--- config.mk ---
export PLATFORM = sky130hd
export DESIGN_NAME = hazard_ctrl
export DESIGN_NICKNAME = d
export VERILOG_FILES = /design/src/rtl/hazard_ctrl_pkg.sv /design/src/rtl/hazard_ctrl_fwd_match.sv /design/src/rtl/hazard_ctrl.sv
export SDC_FILE = /design/constraint.sdc
export NUM_CORES = 1
export LEC_CHECK = 0
export BUFFER_PORTS_ARGS = -buffer_cell sky130_fd_sc_hd__buf_2
export CORE_MARGIN = 4
export CORE_UTILIZATION = 52
export CTS_BUF_LIST = sky130_fd_sc_hd__clkbuf_8
export CTS_CLUSTER_DIAMETER = 80
export DETAILED_ROUTE_END_ITERATION = 8
export PLACE_DENSITY = 0.87
export RECOVER_POWER = 100
export SLEW_MARGIN = 0
export SYNTH_ARGS = -nofsm -noshare
export SYNTH_HDL_FRONTEND = slang
export SYNTH_SLANG_ARGS = --single-unit
export TNS_END_PERCENT = 1
--- constraint.sdc ---
create_clock -name clk -period 3.7 [get_ports clk]
set_input_delay 0.74 -clock clk [delete_from_list [all_inputs] [get_ports clk]]
set_output_delay 0.74 -clock clk [all_outputs]
set_load 0.02 [all_outputs]
--- src/rtl/hazard_ctrl_pkg.sv ---
`default_nettype none
// ============================================================================
//  Module : hazard_ctrl_pkg
//  Brief  : Shared constants and helpers for the hazard/forwarding controller.
//  Rev    : 1.0  initial release
// ============================================================================
package hazard_ctrl_pkg;

    // Forward-select encoding: 0 reads the regfile, k reads the stage-k result
    localparam int FWD_RF = 0;
    localparam int STG_X  = 1;
    localparam int STG_M  = 2;
    localparam int STG_W  = 3;

    typedef struct packed {
        logic valid;
        logic we;
        logic is_load;
    } sb_flags_t;

    // A producer at decode-time entry k sits at k+1 once the consumer reaches X;
    // the oldest entry retires through the write-through regfile instead.
    function automatic int unsigned fwd_sel_of(input logic hit,
                                               input int unsigned k,
                                               input int unsigned depth);
        if (hit && (k < depth)) begin
            return k + 1;
        end
        return FWD_RF;
    endfunction

endpackage
`default_nettype wire

--- src/rtl/hazard_ctrl_fwd_match.sv ---
`default_nettype none
// ============================================================================
//  Module : hazard_ctrl_fwd_match
//  Brief  : Finds the youngest in-flight writer of one source register.
//  Rev    : 1.0  initial release
// ============================================================================
module hazard_ctrl_fwd_match #(
    parameter int DEPTH = 3,
    parameter int RA_W  = 5,
    parameter int SELW  = 2
) (
    input  logic [RA_W-1:0]       rs,
    input  logic                  used,
    input  logic [DEPTH-1:0]      sb_valid,
    input  logic [DEPTH-1:0]      sb_we,
    input  logic [DEPTH-1:0]      sb_load,
    input  logic [DEPTH*RA_W-1:0] sb_rd,
    output logic                  hit,
    output logic [SELW-1:0]       idx,
    output logic                  is_load
);

    // Scan oldest to youngest so the smallest index is the one left standing
    always_comb begin
        hit     = 1'b0;
        idx     = '0;
        is_load = 1'b0;
        for (int k = DEPTH; k >= 1; k--) begin
            if (used && (rs != '0) && sb_valid[k-1] && sb_we[k-1] &&
                (sb_rd[(k-1)*RA_W +: RA_W] == rs)) begin
                hit     = 1'b1;
                idx     = SELW'(k);
                is_load = sb_load[k-1];
            end
        end
    end

endmodule
`default_nettype wire

--- src/rtl/hazard_ctrl.sv ---
`default_nettype none
// ============================================================================
//  Module : hazard_ctrl
//  Brief  : Scoreboard-based forwarding selects, load-use stalls and redirect kills.
//  Rev    : 1.0  initial release
// ============================================================================
module hazard_ctrl
    import hazard_ctrl_pkg::*;
#(
    parameter int DEPTH       = 3,
    parameter int NSRC        = 2,
    parameter int LOAD_STAGE  = 3,
    parameter int KILL_CYCLES = 1,
    parameter int RA_W        = 5,
    parameter int SELW        = $clog2(DEPTH+1)
) (
    input  logic                 clk,
    input  logic                 reset,
    input  logic                 stall_ext,
    input  logic                 id_valid,
    input  logic [NSRC*RA_W-1:0] id_rs,
    input  logic [NSRC-1:0]      id_rs_used,
    input  logic [RA_W-1:0]      id_rd,
    input  logic                 id_we,
    input  logic                 id_is_load,
    input  logic                 redirect,
    output logic                 stall_id,
    output logic                 kill_id,
    output logic [NSRC*SELW-1:0] fwd_sel_x,
    output logic [DEPTH-1:0]     stage_we
);

    localparam int c_KILL_W = 2;

    // Scoreboard: bit/slice k-1 holds entry e[k]; e[1] is the instruction in X
    logic [DEPTH-1:0]      r_valid;
    logic [DEPTH-1:0]      r_we;
    logic [DEPTH-1:0]      r_load;
    logic [DEPTH*RA_W-1:0] r_rd;
    logic [c_KILL_W-1:0]   r_kill_cnt;
    logic [NSRC*SELW-1:0]  r_fwd_sel;
    logic [DEPTH-1:0]      r_stage_we;

    logic [NSRC-1:0]       w_hit;
    logic [NSRC-1:0]       w_ld;
    logic [NSRC*SELW-1:0]  w_idx;
    logic [NSRC*SELW-1:0]  w_sel;
    logic                  w_load_use;
    logic                  w_kill;
    logic                  w_stall;
    logic                  w_issue;
    logic [DEPTH-1:0]      w_rd_nz;
    logic [DEPTH-1:0]      w_stage_we_nxt;
    sb_flags_t             w_issue_flags;

    generate
        for (genvar i = 0; i < NSRC; i++) begin : g_src
            hazard_ctrl_fwd_match #(
                .DEPTH (DEPTH),
                .RA_W  (RA_W),
                .SELW  (SELW)
            ) u_match (
                .rs       (id_rs[i*RA_W +: RA_W]),
                .used     (id_rs_used[i]),
                .sb_valid (r_valid),
                .sb_we    (r_we),
                .sb_load  (r_load),
                .sb_rd    (r_rd),
                .hit      (w_hit[i]),
                .idx      (w_idx[i*SELW +: SELW]),
                .is_load  (w_ld[i])
            );
        end
    endgenerate

    always_comb begin
        w_load_use = 1'b0;
        w_sel      = '0;
        for (int i = 0; i < NSRC; i++) begin
            w_sel[i*SELW +: SELW] = SELW'(fwd_sel_of(w_hit[i],
                                                     32'(w_idx[i*SELW +: SELW]),
                                                     DEPTH));
            // Load data is not yet available if the load would sit short of LOAD_STAGE
            if (w_hit[i] && w_ld[i] &&
                ((32'(w_idx[i*SELW +: SELW]) + 32'd1) < 32'(LOAD_STAGE))) begin
                w_load_use = 1'b1;
            end
        end
    end

    // Kill outranks load-use so a squashed instruction never stalls the front end
    assign w_kill  = (redirect & ~stall_ext) | (r_kill_cnt != '0);
    assign w_stall = ~stall_ext & ~w_kill & id_valid & w_load_use;
    assign w_issue = id_valid & ~w_stall & ~w_kill;

    always_comb begin
        w_issue_flags.valid   = w_issue;
        w_issue_flags.we      = w_issue & id_we;
        w_issue_flags.is_load = w_issue & id_is_load;
        for (int k = 0; k < DEPTH; k++) begin
            w_rd_nz[k] = (r_rd[k*RA_W +: RA_W] != '0);
        end
        w_stage_we_nxt = {r_valid[DEPTH-2:0] & r_we[DEPTH-2:0] & w_rd_nz[DEPTH-2:0],
                          w_issue_flags.we & (id_rd != '0)};
    end

    always_ff @(posedge clk) begin
        if (reset) begin
            r_valid    <= '0;
            r_we       <= '0;
            r_load     <= '0;
            r_rd       <= '0;
            r_kill_cnt <= '0;
            r_fwd_sel  <= '0;
            r_stage_we <= '0;
        end else if (!stall_ext) begin
            r_valid    <= {r_valid[DEPTH-2:0], w_issue_flags.valid};
            r_we       <= {r_we[DEPTH-2:0],    w_issue_flags.we};
            r_load     <= {r_load[DEPTH-2:0],  w_issue_flags.is_load};
            r_rd       <= {r_rd[(DEPTH-1)*RA_W-1:0], id_rd};
            r_fwd_sel  <= w_issue ? w_sel : '0;
            r_stage_we <= w_stage_we_nxt;
            if (redirect) begin
                r_kill_cnt <= c_KILL_W'(KILL_CYCLES - 1);
            end else if (r_kill_cnt != '0) begin
                r_kill_cnt <= r_kill_cnt - 1'b1;
            end
        end
    end

    assign stall_id  = w_stall;
    assign kill_id   = w_kill;
    assign fwd_sel_x = r_fwd_sel;
    assign stage_we  = r_stage_we;

endmodule
`default_nettype wire
**Yosys cells after proc, flatten, opt, wreduce, memory -nomap -nowiden**

Index checks and enable logic that the tools add are counted.

- $add $sub $neg: 3
- $lt $le $gt $ge: 4
- Equal/unequal tests: 6
- Multiplexer cells: 29
- Bitwise operators: 15
- Reduce and logical (&&, ||, !) cells: 34

Operators by type and width:

| kind | number |
|---|---|
| $eq A5 B5 Y1 | 6 |
| $logic_and A1 B1 Y1 | 26 |
| $reduce_bool A5 Y1 | 5 |
| $mux W2 | 12 |
| $mux W1 | 16 |
| $and A1 B1 Y1 | 9 |
| $add A2 B1 Y3 const B | 2 |
| $lt A3 B2 Y1 const B | 2 |
| $and A2 B2 Y2 | 2 |
| $lt A2 B2 Y1 const B | 2 |
| $mux W4 | 1 |
| $reduce_bool A2 Y1 | 2 |
| $not A1 Y1 | 3 |
| $reduce_and A2 Y1 | 1 |
| $sub A2 B1 Y2 const B | 1 |
| $or A1 B1 Y1 | 1 |

- Bits in registers: 33
- Input port bits: 24
- Output and inout bits: 9
- Word-level logic and storage cells: 98

**Longest topological paths before layout**

- Word-level depth: 19
- Depth in mapped cells: 9
- Depth with buffers taken out: 9

**Modules after synthesis**

Synthesis repeated with hierarchy kept, for this count alone.

- Cell total of the unflattened synthesis: 210
- Area, all modules: 1883.1 um^2

Modules (own cells, without submodules):

| module | times used | cells each | area an instance (um^2) | seq. area each (um^2) |
|---|---|---|---|---|
| hazard_ctrl | 1 | 140 | 1362.6 | 660.6 |
| hazard_ctrl_fwd_match | 2 | 35 | 260.2 | 0.0 |

**Least setup slack after synthesis**

Ideal clock, no wire load.

- Path kind: input -> output
- From: in id_rs[5]
- To: out stall_id
- Arrival time: 1.920 ns
- Required time: 2.960 ns
- Slack: 1.040 ns
- Cell stages on the path: 5
- Buffers on the path: 0
- Cell sequence: xnor2_1 > nand4_1 > nor4_2 > o21ai_4 > nor2_1

- Cells in the longest elaborated chain, start to end: 13
- Elaborated cells on any way between the ends: 29

Ends and longest elaborated chain:

| what | RTL line | text |
|---|---|---|
| start: declaration | hazard_ctrl.sv:21 | `input logic [NSRC*RA_W-1:0] id_rs,` |
| $reduce_bool A5 Y1 | hazard_ctrl_fwd_match.sv:29 | `if (used && (rs != '0) && sb_valid[k-1] && sb_we[k-1] &&` |
| $logic_and A1 B1 Y1 (4 in series) | hazard_ctrl_fwd_match.sv:29 |  |
| $mux W2 (3 in series) | hazard_ctrl_fwd_match.sv:29 |  |
| $add A2 B1 Y3 | hazard_ctrl.sv:85 | `((32'(w_idx[i*SELW +: SELW]) + 32'd1) < 32'(LOAD_STAGE))) begin` |
| $lt A3 B2 Y1 | hazard_ctrl.sv:85 |  |
| $logic_and A1 B1 Y1 * | hazard_ctrl.sv:84 | `if (w_hit[i] && w_ld[i] &&` |
| $mux W1 * | hazard_ctrl.sv:84 |  |
| $and A1 B1 Y1 * | hazard_ctrl.sv:93 | `assign w_stall = ~stall_ext & ~w_kill & id_valid & w_load_use;` |
| end: declaration | hazard_ctrl.sv:27 | `output logic stall_id,` |

Every way passes the cells marked *; elsewhere a longest branch is shown, timed or not.

**Final worst setup path**

Same ends and word-level chain as after synthesis.

==> reports/qor_table.md <==
| Group | Quantity | Value |
|:---|:---|:---|
| yosys | Avg Synthesized Cell Area | 8.75 um2 |
| timing | Unrepaired setup endpoints after global routing | no |
| critical path | Critical path class | in2out |
| routing | 1st-pass router iterations | 4 |
| power | Cell Int Power | 649 uW |
| critical path | Worst path arrival time | 2410 ps |
| clocking | Largest buffer count on any clock path | 2 |
| floorplan | Cell Rows | 20 |
| flow run | Max Cap Violations | 0 |
| timing | Final total negative setup slack | 0 ps |
| hold path | Hold Path Class | reg2reg |
| floorplan | Initial Utilization | 55.1% |
| place | DP Wirelength | 2670 um |
| finish | Leading cell types in the layout, fill and taps excluded | sky130_fd_sc_hd__dfxtp_1 (31), sky130_fd_sc_hd__nor2_1 (30), sky130_fd_sc_hd__xnor2_1 (26), sky130_fd_sc_hd__buf_2 (23), sky130_fd_sc_hd__mux2i_1 (19) |
| finish | Area growth, synth to finish | 16.8% |
| yosys | Number of synthesis warnings | 0 |
| clocking | Clock insertion delay at the later pin of the skew report | 290 ps |
| routing | Number of remaining DRC errors | 0 |
| critical path | Reg-to-reg slack, setup | 1280 ps |
| timing | Transition time at the pin with the least slew margin | 916 ps |
| critical path | CP max FO | 5 |
| power | Peak supply drop | 0.000259 V |
| clocking | Buffers inserted during post-CTS setup optimization | 0 |
| timing | Number of hold violations in the final report | 0 |
| routing | Starting DRC count in detailed routing | 87 |
| timing | Setup clock skew after layout | 3.36 ps |
| power | Part of the total power dissipated in combinational logic | 10.5% |
| yosys | Proportion of synthesized chip area in sequential cells | 36.6% |
| routing | Routed Antenna Nets | 0 |
| global route | Total global routing overflow | 0 |
| timing | Time the final worst path needs with I/O delays and setup | 3150 ps |
| timing | Slew margin rel. | 38.4% |
| global route | Wire length of the first global-routing pass | 6090 um |
| clocking | Clock tree from TritonCTS | yes |
| power | Fraction of power consumed by sequential logic | 42.1% |
| finish | Number of antenna diodes | 0 |
| clocking | Clock-pin slew reported for the worst setup and hold paths after clock tree synthesis | 70 ps |
| finish | Share of post-route cells with drive strength above 1 | 15.0% |
| critical path | Critical path endpoint category | output pin |
| power | Leakage Power | 0.810 nW |
| global route | Maximum number of pins on one net before global-route repair | 38 |
| yosys | Net count of the mapped netlist | 221 |
| floorplan | Placeable core area | 3080 um2 |
| finish | Leading cell type in the layout, fill and taps excluded | sky130_fd_sc_hd__dfxtp_1 |
| power | Pwr per Cell Area | 423 nW/um2 |
| clocking | H-tree Lvls | 2 |
| floorplan | Top-level I/O count | 33 |
| floorplan | X dimension of the die | 65.1 um |
| place | Dpl ws | 795 ps |
| routing | Via count | 1,432 |
| routing | Wire length after detailed routing | 3660 um |
| power | Net switching share of the total power | 22.6% |
| finish | Layout Nets | 252 |
| routing | Via-per-instance ratio | 5.30 |
| floorplan | Die height | 65.1 um |
| global route | Initial antenna violation count | 0 |
| clocking | Clock root buffer master | sky130_fd_sc_hd__clkbuf_8 |
| clocking | Resize count post-CTS | 0 |
| place | Routability Congestion | 0.941 |
| timing | Crit share post-route | 85.1% |
| yosys | Flip-flop and latch count after synthesis | 31 |
| power | Switching Power | 190 uW |
| global route | GRT Overall Usage | 18.6% |
| critical path | CP Launch Type | input port |
| clocking | Hold-fix buffers, CTS | 0 |
| timing | Number of setup violations in the final report | 0 |
| timing | Final worst-path setup slack | 551 ps |
| critical path | Worst endpoint required time | 2960 ps |
| timing | Number of max-slew violations in the final report | 0 |
| global route | Number of global-route vias before repair | 1,334 |
| status | Outcome | finished, final reports clean |
| clocking | Clock buffer count from CTS | 5 |
| routing | Average wire per standard cell | 13.6 um |
| clocking | Clock net sink count | 31 |
| place | Count of buffers from port buffering | 32 |
| yosys | Cells after Synth | 194 |
| floorplan | Die Outline Area | 4240 um2 |
| power | Clock power frac | 47.4% |
| timing | Upper clock frequency limit | 318 MHz |
| yosys | Post-synthesis instance area | 1700 um2 |
| yosys | Count of different cell masters after synthesis | 29 |
## metrics by stage
step | power, mW | utilization (%) | std cells | hold slack [ps] | area, um2
after floorplan | 0.418 | - | 194 | 456 | 1700
after global placement | 0.447 | 61.3 | 262 | 445 | 1890
after detailed placement | 0.450 | 61.3 | 262 | 452 | 1890
after CTS | 0.846 | 65.6 | 270 | 460 | 2020
after global routing | 0.865 | 64.4 | 270 | 480 | 1980
final | 0.839 | 64.4 | 270 | 459 | 1980
## synthesized netlist by cell type
cell type	n	share of area (%)
sky130_fd_sc_hd__clkbuf_1	6	1.3
sky130_fd_sc_hd__nand3_1	5	1.5
sky130_fd_sc_hd__nor4_1	2	0.74
sky130_fd_sc_hd__a21o_1	2	0.88
sky130_fd_sc_hd__mux2i_1	19	11
sky130_fd_sc_hd__o311ai_0	1	0.52
sky130_fd_sc_hd__inv_1	7	1.5
sky130_fd_sc_hd__nor2_1	30	6.6
sky130_fd_sc_hd__nand4_1	6	2.2
sky130_fd_sc_hd__ha_1	3	2.2
sky130_fd_sc_hd__o2111ai_1	1	0.52
sky130_fd_sc_hd__or4_1	7	3.1
sky130_fd_sc_hd__o21ai_0	1	0.29
sky130_fd_sc_hd__or3_1	1	0.37
sky130_fd_sc_hd__o21bai_1	1	0.44
sky130_fd_sc_hd__nor4_2	2	1.5
sky130_fd_sc_hd__xor2_1	4	2.1
sky130_fd_sc_hd__buf_1	3	0.66
sky130_fd_sc_hd__o32ai_1	1	0.52
sky130_fd_sc_hd__nor3_1	5	1.5
sky130_fd_sc_hd__a21oi_1	10	2.9
sky130_fd_sc_hd__o32ai_2	1	0.96
sky130_fd_sc_hd__xnor2_1	26	13
sky130_fd_sc_hd__nand2_1	13	2.9
sky130_fd_sc_hd__o21ai_2	2	1.0
sky130_fd_sc_hd__o22ai_1	2	0.74
sky130_fd_sc_hd__o21ai_4	1	0.96
sky130_fd_sc_hd__nand2b_4	1	0.81
sky130_fd_sc_hd__dfxtp_1	31	37
## final cells by class
type                            instances  area (um2)
Clock buffer                            5        68.8
Clock inverter                          3        63.8
Fill cell                             286        1100
Inverter                                7        26.3
Multi-Input combinational cell        147         991
Sequential cell                        31         621
Tap cell                               44        55.1
Timing Repair Buffer                   33         156
## worst max-delay path: stages
cell                      delay, ps
sky130_fd_sc_hd__buf_2          140
sky130_fd_sc_hd__xnor2_1        180
sky130_fd_sc_hd__nand4_1        130
sky130_fd_sc_hd__nor4_1         800
sky130_fd_sc_hd__o21ai_4        150
sky130_fd_sc_hd__nor2_1         110
sky130_fd_sc_hd__buf_2          170
## per-layer routing
metal	up-vias	part of all wire (%)	global-route usage [%]
met3	6	5.9	5.98
met4	0	1.5	6.74
met5	-	0	0
met2	34	47	29.8
met1	656	45	23.6
li1	736	-	-
## final timing paths
path,to,startpoint,cells after the start
worst max-delay path,stall_id,id_rs[5],7
worst min-delay path,fwd_sel_x[2],fwd_sel_x[2],2
worst max register to register,fwd_sel_x[3],r_rd[0],7
worst min register to register,fwd_sel_x[2],fwd_sel_x[2],2
## power groups by stage
stage | logic (mW) | registers [mW] | clock network (mW)
floorplan | 0.0603 | 0.357 | 0
global placement | 0.0870 | 0.360 | 0
detailed placement | 0.0890 | 0.361 | 0
CTS | 0.0902 | 0.353 | 0.403
global route | 0.0963 | 0.354 | 0.414
finish | 0.0877 | 0.353 | 0.398
## state kept, by name (all words and copies together) (netlist names)
| name | cells |
|---|---|
| fwd_sel_x | 4 |
| r_kill_cnt | 2 |
| r_load | 1 |
| r_rd | 15 |
| r_valid | 3 |
| r_we | 3 |
| stage_we | 3 |
## logic make-up (layout without fill, tap and decap cells)
kind of cell / count (synthesis) / in the layout / synth area share, %
buffers and inverters: 16 / 48 / 3.54
muxes: 19 / 19 / 11.2
AOI/OAI and AO/OA: 23 / 23 / 9.81
xor gates and xnor gates: 30 / 30 / 15.5
adders and majority gates: 3 / 3 / 2.21
and+or+nand+nor: 72 / 72 / 21.2
DFF: 31 / 31 / 36.6
Note: power is estimated with default switching activity, not from simulation.
